**src/rtl/calc_pkg.sv**
```systemverilog
// Shared types for the handshaked calculator: opcodes, FSM states, status flags.
// Latency: none (types only).
// Backpressure: n/a.
package calc_pkg;

    typedef enum logic [2:0] {
        OP_ADDU = 3'd0,
        OP_SUBU = 3'd1,
        OP_ADDS = 3'd2,
        OP_SUBS = 3'd3,
        OP_CMPU = 3'd4,
        OP_CMPS = 3'd5,
        OP_MULU = 3'd6,
        OP_RSVD = 3'd7
    } op_e;

    typedef enum logic [1:0] {
        IDLE = 2'd0,
        MUL  = 2'd1,
        DONE = 2'd2
    } state_e;

    typedef struct packed {
        logic cout;
        logic ovf;
        logic zero;
        logic err;
    } flags_t;

    // bit positions of the one-hot compare result
    localparam int CMP_LT = 0;
    localparam int CMP_EQ = 1;
    localparam int CMP_GT = 2;

endpackage

```
**src/rtl/calc_mul_seq.sv**
```systemverilog
// Unsigned W x W shift-add multiplier, one partial product per cycle.
// Latency: first partial product on start, done after W-1 further cycles.
// Backpressure: none; caller holds off start until done.
module calc_mul_seq
    import calc_pkg::*;
#(
    parameter int W = 4
) (
    input  logic           clk,
    input  logic           rst,
    input  logic           start,
    input  logic [W-1:0]   a,
    input  logic [W-1:0]   b,
    output logic           done,
    output logic [2*W-1:0] prod
);

    localparam int CW = $clog2(W);

    logic [2*W-1:0] acc_q;
    logic [2*W-1:0] mcand_q;
    logic [W-1:0]   mplier_q;
    logic [CW-1:0]  cnt_q;
    logic           busy_q;
    logic [2*W-1:0] pp;

    // prod already includes the current partial product, so the top can
    // capture it on the same edge that done is seen
    assign pp   = mplier_q[0] ? mcand_q : '0;
    assign prod = acc_q + pp;
    assign done = busy_q && (cnt_q == CW'(W - 1));

    always_ff @(posedge clk or posedge rst) begin
        if (rst) begin
            acc_q    <= '0;
            mcand_q  <= '0;
            mplier_q <= '0;
            cnt_q    <= '0;
            busy_q   <= 1'b0;
        end else if (start) begin
            acc_q    <= b[0] ? {{W{1'b0}}, a} : '0;
            mcand_q  <= {{(W-1){1'b0}}, a, 1'b0};
            mplier_q <= b >> 1;
            cnt_q    <= CW'(1);
            busy_q   <= 1'b1;
        end else if (busy_q) begin
            acc_q    <= prod;
            mcand_q  <= mcand_q << 1;
            mplier_q <= mplier_q >> 1;
            if (done) begin
                busy_q <= 1'b0;
                cnt_q  <= '0;
            end else begin
                cnt_q  <= cnt_q + 1'b1;
            end
        end
    end

endmodule

```
**src/rtl/calc_seq.sv**
```systemverilog
// Handshaked W-bit calculator: add/sub/compare in one cycle, shift-add multiply in W.
// Latency: result valid 1 cycle after accept (W cycles for MULU); one op in flight.
// Backpressure: result held stable until out_ready; in_ready low until it drains.
module calc_seq
    import calc_pkg::*;
#(
    parameter int W = 4
) (
    input  logic           clk,
    input  logic           rst,
    input  logic           in_valid,
    output logic           in_ready,
    input  logic [W-1:0]   a,
    input  logic [W-1:0]   b,
    input  logic [2:0]     op,
    output logic           out_valid,
    input  logic           out_ready,
    output logic [2*W-1:0] y,
    output logic           cout,
    output logic           ovf,
    output logic           zero,
    output logic           err
);

    state_e         state_q;
    state_e         state_d;
    logic [2*W-1:0] y_q;
    flags_t         flags_q;

    logic           accept;
    logic           is_mul;
    logic           mul_done;
    logic [2*W-1:0] mul_prod;
    flags_t         mul_f;

    logic [W:0]     sum_u;
    logic [W:0]     dif_u;
    logic [W:0]     a_s;
    logic [W:0]     b_s;
    logic [W:0]     sum_s;
    logic [W:0]     dif_s;
    logic [2*W-1:0] alu_y;
    flags_t         alu_f;

    assign is_mul = (op_e'(op) == OP_MULU);
    assign accept = in_valid && in_ready;

    calc_mul_seq #(.W(W)) u_mul (
        .clk   (clk),
        .rst   (rst),
        .start (accept && is_mul),
        .a     (a),
        .b     (b),
        .done  (mul_done),
        .prod  (mul_prod)
    );

    always_ff @(posedge clk or posedge rst) begin
        if (rst) begin
            state_q <= IDLE;
        end else begin
            state_q <= state_d;
        end
    end

    always_comb begin
        state_d   = state_q;
        in_ready  = 1'b0;
        out_valid = 1'b0;
        case (state_q)
            IDLE: begin
                in_ready = 1'b1;
                if (in_valid) begin
                    state_d = is_mul ? MUL : DONE;
                end
            end
            MUL: begin
                if (mul_done) begin
                    state_d = DONE;
                end
            end
            DONE: begin
                out_valid = 1'b1;
                if (out_ready) begin
                    state_d = IDLE;
                end
            end
            default: state_d = IDLE;
        endcase
    end

    // W+1-bit arithmetic keeps the true carry/borrow and signed result
    assign sum_u = {1'b0, a} + {1'b0, b};
    assign dif_u = {1'b0, a} - {1'b0, b};
    assign a_s   = {a[W-1], a};
    assign b_s   = {b[W-1], b};
    assign sum_s = a_s + b_s;
    assign dif_s = a_s - b_s;

    always_comb begin
        alu_y = '0;
        alu_f = '0;
        case (op_e'(op))
            OP_ADDU: begin
                alu_y      = {{(W-1){1'b0}}, sum_u};
                alu_f.cout = sum_u[W];
            end
            OP_SUBU: begin
                alu_y      = {{(W-1){1'b0}}, dif_u};
                alu_f.cout = (a < b);
            end
            OP_ADDS: begin
                alu_y     = {{(W-1){sum_s[W]}}, sum_s};
                alu_f.ovf = sum_s[W] ^ sum_s[W-1];
            end
            OP_SUBS: begin
                alu_y     = {{(W-1){dif_s[W]}}, dif_s};
                alu_f.ovf = dif_s[W] ^ dif_s[W-1];
            end
            OP_CMPU: begin
                alu_y[CMP_GT] = (a > b);
                alu_y[CMP_EQ] = (a == b);
                alu_y[CMP_LT] = (a < b);
            end
            OP_CMPS: begin
                alu_y[CMP_GT] = ($signed(a) > $signed(b));
                alu_y[CMP_EQ] = (a == b);
                alu_y[CMP_LT] = ($signed(a) < $signed(b));
            end
            OP_RSVD: begin
                alu_f.err = 1'b1;
            end
            default: begin
                alu_y = '0;
            end
        endcase
        alu_f.zero = (alu_y == '0);
    end

    always_comb begin
        mul_f      = '0;
        mul_f.zero = (mul_prod == '0);
    end

    // The result register only loads on accept or multiply completion,
    // so it stays frozen while the sink stalls in DONE.
    always_ff @(posedge clk or posedge rst) begin
        if (rst) begin
            y_q     <= '0;
            flags_q <= '0;
        end else if (accept && !is_mul) begin
            y_q     <= alu_y;
            flags_q <= alu_f;
        end else if (state_q == MUL && mul_done) begin
            y_q     <= mul_prod;
            flags_q <= mul_f;
        end
    end

    assign y    = y_q;
    assign cout = flags_q.cout;
    assign ovf  = flags_q.ovf;
    assign zero = flags_q.zero;
    assign err  = flags_q.err;

endmodule

```
**config.mk**
```make
export PLATFORM = sky130hd
export DESIGN_NAME = calc_seq
export DESIGN_NICKNAME = d
export VERILOG_FILES = /design/src/rtl/calc_pkg.sv /design/src/rtl/calc_mul_seq.sv /design/src/rtl/calc_seq.sv
export SDC_FILE = /design/constraint.sdc
export NUM_CORES = 1
export LEC_CHECK = 0
export CORE_MARGIN = 3
export CORE_UTILIZATION = 32
export DETAILED_ROUTE_END_ITERATION = 6
export PLACE_DENSITY = 0.5
export SYNTH_ARGS = -nofsm -noshare
export SYNTH_HDL_FRONTEND = slang
export SYNTH_SLANG_ARGS = --single-unit
```
**constraint.sdc**
```tcl
create_clock -name clk -period 6.3 [get_ports clk]
set_input_delay 0.63 -clock clk [delete_from_list [all_inputs] [get_ports clk]]
set_output_delay 0.63 -clock clk [all_outputs]
set_load 0.02 [all_outputs]
```
==> out/results.ini, run 1 <==
[cts]
cts_tree = done
path_clk_slew_ps = 70
clockBufferDepth = 2
cts_setup_buffers = 0
numClockSinks = 35
cts_hold_buf = 0
cts_root_buf = clkbuf_8
cts-buffers-inserted = 5
htreeDepth = 2
cts_resized = 0
clock_latency_ps = 290

[synthesis]
yosys.area.top_type = dfrtp_1
synthMuxAreaShare_pct = 7.68
synth_warnings = 0
postSynthAreaPerCell_um2 = 9.05
synth-xor-area-share_pct = 2.58
synth_area_um2 = 2380
synth_top_area_share_pct = 36.8
synthDistinctLibCells = 55
synth_fa_ha_area_share_pct = 10.4
postSynthCellCount = 263
yosys.area_share.simple_pct = 18.6
synth_fp_nets = 296
synth_edf_count = 0
async_reset_ff_share_pct = 100
synthFlopType = dfrtp_1
synth_seq_cells = 35
yosysSeqAreaShare_pct = 36.8
synthTopCellsByArea = dfrtp_1, ha_1, mux2i_1
synth_compound_area_share_pct = 18.9
synth_top_family_by_area = compound AO/OA/AOI/OAI gates

[critical_path]
ff2ff_setup_slack_ps = 3830
rr_startpoint = u_mul.mplier_q[0]
cp_max_fo = 5
start_kind = input port
r2r-end = zero
path_class = in -> reg
crit_required_ps = 6530
worstPathArrival_ps = 3070
rr_worst_depth = 10
critPathCaptureType = flop

[final_layout]
final_nets = 322
diodes = 0
fin_cells = 386
drive_gt1_share_pct = 6.21
fin_util_pct = 40.8
syn2layout_area_growth_pct = 19.8

[global_route]
antenna_found_initial = 0
grt_pass1_wl_um = 9560
grt_pass1_vias = 1905
grt_overflow = 0
gr-usage-all-layers_pct = 14.1
grt_max_degree = 36

[routing]
via_per_inst = 4.91
totalWireLength_um = 5520
via_count = 1894
ant_nets = 0
wl_per_cell_um = 14.3
drc_errors = 0
drtPass1Iterations = 4
dr.first_iter.drc_count = 71

[sta]
finalSetupViolCount = 0
holdWs_ps = 513
fmax_ghz = 0.351
fin_setup_tns_ps = 0
final-hold-violation-count = 0
tightest_slew_ps = 594
period_share_pct = 45.2
drv_slew = 0
period_minus_slack_ps = 2850
slew_headroom_pct = 60.2
rsz0062_at_grt = no
fin_skew_ps = 3.49

[run]
maxCapViolCount = 0

[die]
dieWidth_um = 92.2
start_util_pct = 34.1
die_h_um = 92.2
core_area_um2 = 6980
die_area_um2 = 8510
pin_count = 29
num_rows = 30

[worst_hold_path]
worstHoldPathType = reg -> reg
min_to = ovf
min_path_cells = 1
min_from = ovf

[placement]
portBuffers = 28
post-place-cells = 378
dp_hpwl_um = 4180
gp_congestion = 0.786

[outcome]
status = finished clean

[pwr]
p_per_area_nw_per_um2 = 376
p_leak_nw = 1.25
peakVddDrop_uv = 151

area by class of cell:
class	count	area, µm²
Fill cell	731	4130
Timing Repair Buffer	31	303
Sequential cell	35	876
Multi-Input combinational cell	200	1390
Inverter	16	60.1
Clock buffer	8	100
Tap cell	96	120
cells by family after synthesis:
group | count (synthesis)
AOI/OAI and AO/OA | 67
xor gates and xnor gates | 7
adders and majority gates | 18
buffers and inverters | 28
DFF | 35
muxes | 18
and+or+nand+nor | 90
per-layer routing:
| layer | global-route usage, % | vias up | routed length, µm |
|---|---|---|---|
| li1 | - | 971 | - |
| met1 | 20.1 | 880 | 2820 |
| met2 | 21.8 | 38 | 2450 |
| met3 | 2.79 | 5 | 206 |
| met4 | 3.34 | 0 | 43 |
| met5 | 0 | - | 0 |
registers in the layout, summed over array words and instances, names as in the netlist:
signal	count
u_mul.busy_q	1
u_mul.cnt_q	2
state_q	2
u_mul.acc_q	8
u_mul.mplier_q	3
cout	1
ovf	1
y	8
u_mul.mcand_q	7
zero	1
err	1
worst max-delay path by stage:
stage               from  slack (ps)    to
global route        b[0]        3310  zero
detailed placement  b[0]        3170  zero
floorplan           a[0]        3910  zero
global placement    b[0]        3250  zero
finish              b[0]        3450  zero
CTS                 b[0]        3450  zero
worst max-delay path, stage by stage:
cell and delay [ps]:
clkdlybuf4s50_1 500, ha_1 270, fa_1 420, nor2b_1 190
o311a_1 370, a32oi_2 200, nand2_1 70, nor4bb_1 290
a211o_1 130
placed cells by master, fill, tap and decap left out, types with 2 or more instances in the layout:
cell / Yosys / layout
a211oi_1: 3 / 3
a21o_1: 3 / 3
a21oi_1: 16 / 16
a22oi_1: 2 / 2
a31o_1: 2 / 2
a31oi_1: 2 / 2
and2_1: 6 / 6
and3_1: 2 / 2
buf_4: 1 / 3
clkbuf_8: 0 / 7
clkdlybuf4s50_1: 0 / 28
dfrtp_1: 35 / 35
fa_1: 3 / 3
ha_1: 15 / 15
inv_1: 14 / 14
inv_2: 2 / 2
mux2i_1: 16 / 16
nand2_1: 24 / 24
nand2b_1: 7 / 7
nand3_1: 5 / 5
nand4_1: 2 / 2
nor2_1: 32 / 32
nor3b_4: 1 / 2
o211a_1: 2 / 2
o211ai_1: 2 / 2
o21ai_0: 2 / 2
o21ai_1: 14 / 14
o221ai_1: 2 / 2
o22ai_1: 5 / 5
or2_1: 3 / 3
xnor2_1: 5 / 5
xor2_1: 2 / 2
Yosys cell counts, types with 3 or more instances:
| library cell | number |
|---|---|
| dfrtp_1 | 35 |
| nor2_1 | 32 |
| nand2_1 | 24 |
| a21oi_1 | 16 |
| mux2i_1 | 16 |
| ha_1 | 15 |
| inv_1 | 14 |
| o21ai_1 | 14 |
| buf_2 | 8 |
| nand2b_1 | 7 |
| and2_1 | 6 |
| nand3_1 | 5 |
| o22ai_1 | 5 |
| xnor2_1 | 5 |
| a211oi_1 | 3 |
| a21o_1 | 3 |
| fa_1 | 3 |
| or2_1 | 3 |
where the power goes:
part	internal (mW)	total, mW	switching, mW
clock network	0.0998	0.181	0.0809
logic	0.233	0.503	0.271
registers	0.320	0.386	0.0663
total	0.653	1.07	0.418
metrics by stage:
stage,area (µm²),total power [mW],setup slack (ps)
floorplan,2380,0.726,3910
global placement,2750,0.896,3250
detailed placement,2750,0.902,3170
CTS,2850,1.09,3450
global route,2850,1.16,3310
finish,2850,1.07,3450
No activity file was read; power rests on OpenSTA's default activity.
==> inputs of run 2 (changes only) <==
--- a/config.mk
+++ b/config.mk
@@ -8,7 +8,7 @@
 export CORE_MARGIN = 3
 export CORE_UTILIZATION = 32
 export DETAILED_ROUTE_END_ITERATION = 6
-export PLACE_DENSITY = 0.5
+export PLACE_DENSITY = 0.52
 export SYNTH_ARGS = -nofsm -noshare
 export SYNTH_HDL_FRONTEND = slang
 export SYNTH_SLANG_ARGS = --single-unit
==> constraint.sdc (replaced) <==
create_clock -name clk -period 2.58 [get_ports clk]
set_input_delay 0.258 -clock clk [delete_from_list [all_inputs] [get_ports clk]]
set_output_delay 0.258 -clock clk [all_outputs]
set_load 0.02 [all_outputs]
==> run 2 against run 1 <==
Clock skew up 7.5 ps. Clock-buffer cell count is 3 lower. First-iteration DRC count up 18%. Clock power rose to 2.8 times the previous value. Cell count increased by 6.5%. Sequential cell count did not move. Register-to-register slack lost 3600 ps. Design area rose by 7.0%. Utilization rose by 2.9 points. Critical path type is now reg -> reg. Wire length is 6.3% higher. Combinational power grew to 2.6 times the previous value.
==> out/results.ini, run 2 (synthesis gave the netlist of run 1 again) <==
[cts]
cts_setup_buffers = 0  ; unchanged
clock_latency_ps = 290  ; about the same
cts_resized = 0  ; unchanged
cts_tree = done
clockBufferDepth = 2  ; unchanged
cts-buffers-inserted = 5  ; unchanged
htreeDepth = 2  ; unchanged
path_clk_slew_ps = 80  ; about the same
cts_root_buf = clkbuf_8
cts_hold_buf = 0  ; unchanged
numClockSinks = 35  ; unchanged

[placement]
post-place-cells = 403  ; +6.6%
dp_hpwl_um = 4580  ; +9.5%
place_area_um2 = 2940  ; +6.8%
portBuffers = 28  ; unchanged
gp_congestion = 0.794  ; +1.0%

[routing]
drtPass1Iterations = 4  ; unchanged
via_per_inst = 4.84  ; -1.4%
drc_errors = 0  ; unchanged
wl_per_cell_um = 14.3  ; -0.14%
dr.first_iter.drc_count = 84  ; +18%
totalWireLength_um = 5860  ; +6.3%
via_count = 1989  ; +5.0%
ant_nets = 0  ; unchanged

[critical_path]
ff2ff_setup_slack_ps = 210  ; -3620 ps
crit_required_ps = 2750  ; -3780 ps
cp_common_cell = nand2b_1
crit_chain = and2_1 -> ha_1 -> inv_1 -> fa_1 -> nand2b_1 -> o2bb2ai_1 -> nand2b_1 -> a211oi_1 -> nor2_1 -> a211o_1
cp_num_buf_inv = 1  ; unchanged
worstPathArrival_ps = 2550  ; -520 ps
r2r-end = zero
path_depth = 10  ; +1
cpMaxStageDelayCell = fa_1
cp_max_fo = 3  ; -2
path_class = reg -> reg
rr_startpoint = u_mul.mcand_q[1]
start_kind = flop
rr_worst_depth = 10  ; unchanged
critPathCaptureType = flop
path_delay_family = compound AO/OA/AOI/OAI gates
crit_path_max_incr_delay_ps = 390  ; -110 ps

[global_route]
grt_pass1_wl_um = 10200  ; +6.9%
antenna_found_initial = 0  ; unchanged
grt_overflow = 0  ; unchanged
grt_max_degree = 36  ; unchanged
grt_pass1_vias = 2052  ; +7.7%
gr-usage-all-layers_pct = 15.2  ; +1.1 points

[final_layout]
syn2layout_area_growth_pct = 28.2
diodes = 0  ; unchanged
nFillCells = 731  ; unchanged
fin_cells = 411  ; +6.5%
final_cell_mix = dfrtp_1, nor2_1, clkdlybuf4s50_1, buf_4, nand2_1
final_common_cell = dfrtp_1
drive_gt1_share_pct = 14.0  ; +7.8 points
final_nets = 347  ; +7.8%
design_area_um2 = 3050  ; +7.0%

[die]
pin_count = 29  ; unchanged
die_area_um2 = 8510  ; unchanged
core_area_um2 = 6980  ; unchanged
num_rows = 30  ; unchanged
start_util_pct = 34.1  ; unchanged
die_h_um = 92.2  ; unchanged
dieWidth_um = 92.2  ; unchanged

[pwr]
power_frac_comb_pct = 47.9  ; +0.9 points
p_leak_nw = 1.37  ; +10%
p_per_area_nw_per_um2 = 908  ; +140%
switching_power_mw = 1.07  ; +160%
p_sw_share_pct = 38.5  ; -0.57 points
p_clk_share_pct = 18.3  ; +1.4 points
pwr-share-seq_pct = 33.8  ; -2.3 points
internal_power_mw = 1.71  ; +160%
peakVddDrop_uv = 263  ; +75%

[worst_hold_path]
worstHoldPathType = in -> async

[sta]
tightest_slew_ps = 472  ; -122 ps
fin_setup_tns_ps = 0  ; unchanged
drv_slew = 0  ; unchanged
period_minus_slack_ps = 2370
holdWs_ps = 371  ; -142 ps
fmax_ghz = 0.422
period_share_pct = 91.9
fin_skew_ps = 10.9  ; +7.46 ps
slew_headroom_pct = 68.5  ; +8.3 points
rsz0062_at_grt = no
final-hold-violation-count = 0  ; unchanged
finalSetupViolCount = 0  ; unchanged

[run]
maxCapViolCount = 0  ; unchanged

[outcome]
status = finished clean

[run 2: changes by cell type in the layout (fill, tap and decap cells not counted)]
cell,previous run,this run
clkinv_4,0,1
clkbuf_1,1,0
buf_4,3,28
bufinv_16,0,1
clkbuf_8,7,5
clkinv_2,0,1
[run 2: cell type report]
type	count	area [µm²]	area share, %
Clock buffer	5	68.8	2.26
Multi-Input combinational cell	200	1390	45.6
Tap cell	96	120	3.94
Inverter	16	60.1	1.97
Sequential cell	35	876	28.7
Timing Repair Buffer	56	490	16.1
Clock inverter	3	43.8	1.44
[run 2: worst register-to-register path, cell delays in order (launching register included)]
cell and delay (ps):
dfrtp_1 380, and2_1 140, ha_1 160, inv_1 50
fa_1 390, nand2b_1 170, o2bb2ai_1 150, nand2b_1 180
a211oi_1 270, nor2_1 120, a211o_1 260
[run 2: per-stage QoR]
stage                     power (mW)  setup slack, ps  utilization [%]
after floorplan                 1.77              364                -
after global placement          2.27            -1.86             42.1
after detailed placement        2.29            -41.3             42.1
after CTS                       2.81              186             43.7
after global routing            3.01             17.9             43.7
final                           2.77              208             43.7
[run 2: power by group through the flow]
stage,combinational [mW],clock (mW),sequential [mW]
CTS,1.35,0.523,0.939
finish,1.33,0.508,0.936
detailed placement,1.34,0,0.948
global placement,1.32,0,0.952
floorplan,0.765,0,1.01
global route,1.50,0.539,0.971
[run 2: worst max path at each step]
stage	startpoint	endpoint	slack, ps
floorplan	u_mul.mplier_q[0]	zero	360
global placement	a[0]	zero	-2
detailed placement	b[0]	zero	-40
CTS	u_mul.mcand_q[1]	zero	190
global route	u_mul.mcand_q[1]	zero	20
finish	u_mul.mcand_q[1]	zero	210
[run 2: metal layers]
layer / part of all wire (%) / GRT usage [%] / wire length [µm]
met1: 50 / 20.5 / 2920
met4: 1.7 / 5.69 / 98
met5: 0 / 0 / 0
met3: 3.1 / 2.95 / 181
met2: 45 / 23.9 / 2660
==> inputs of run 3 (changes only) <==
--- a/config.mk
+++ b/config.mk
@@ -7,6 +7,7 @@
 export LEC_CHECK = 0
 export CORE_MARGIN = 3
 export CORE_UTILIZATION = 32
+export CTS_CLUSTER_SIZE = 20
 export DETAILED_ROUTE_END_ITERATION = 6
 export PLACE_DENSITY = 0.52
 export SYNTH_ARGS = -nofsm -noshare
==> results of run 3 <==
Final layout, timing and power as in run 2 (identical DEF).
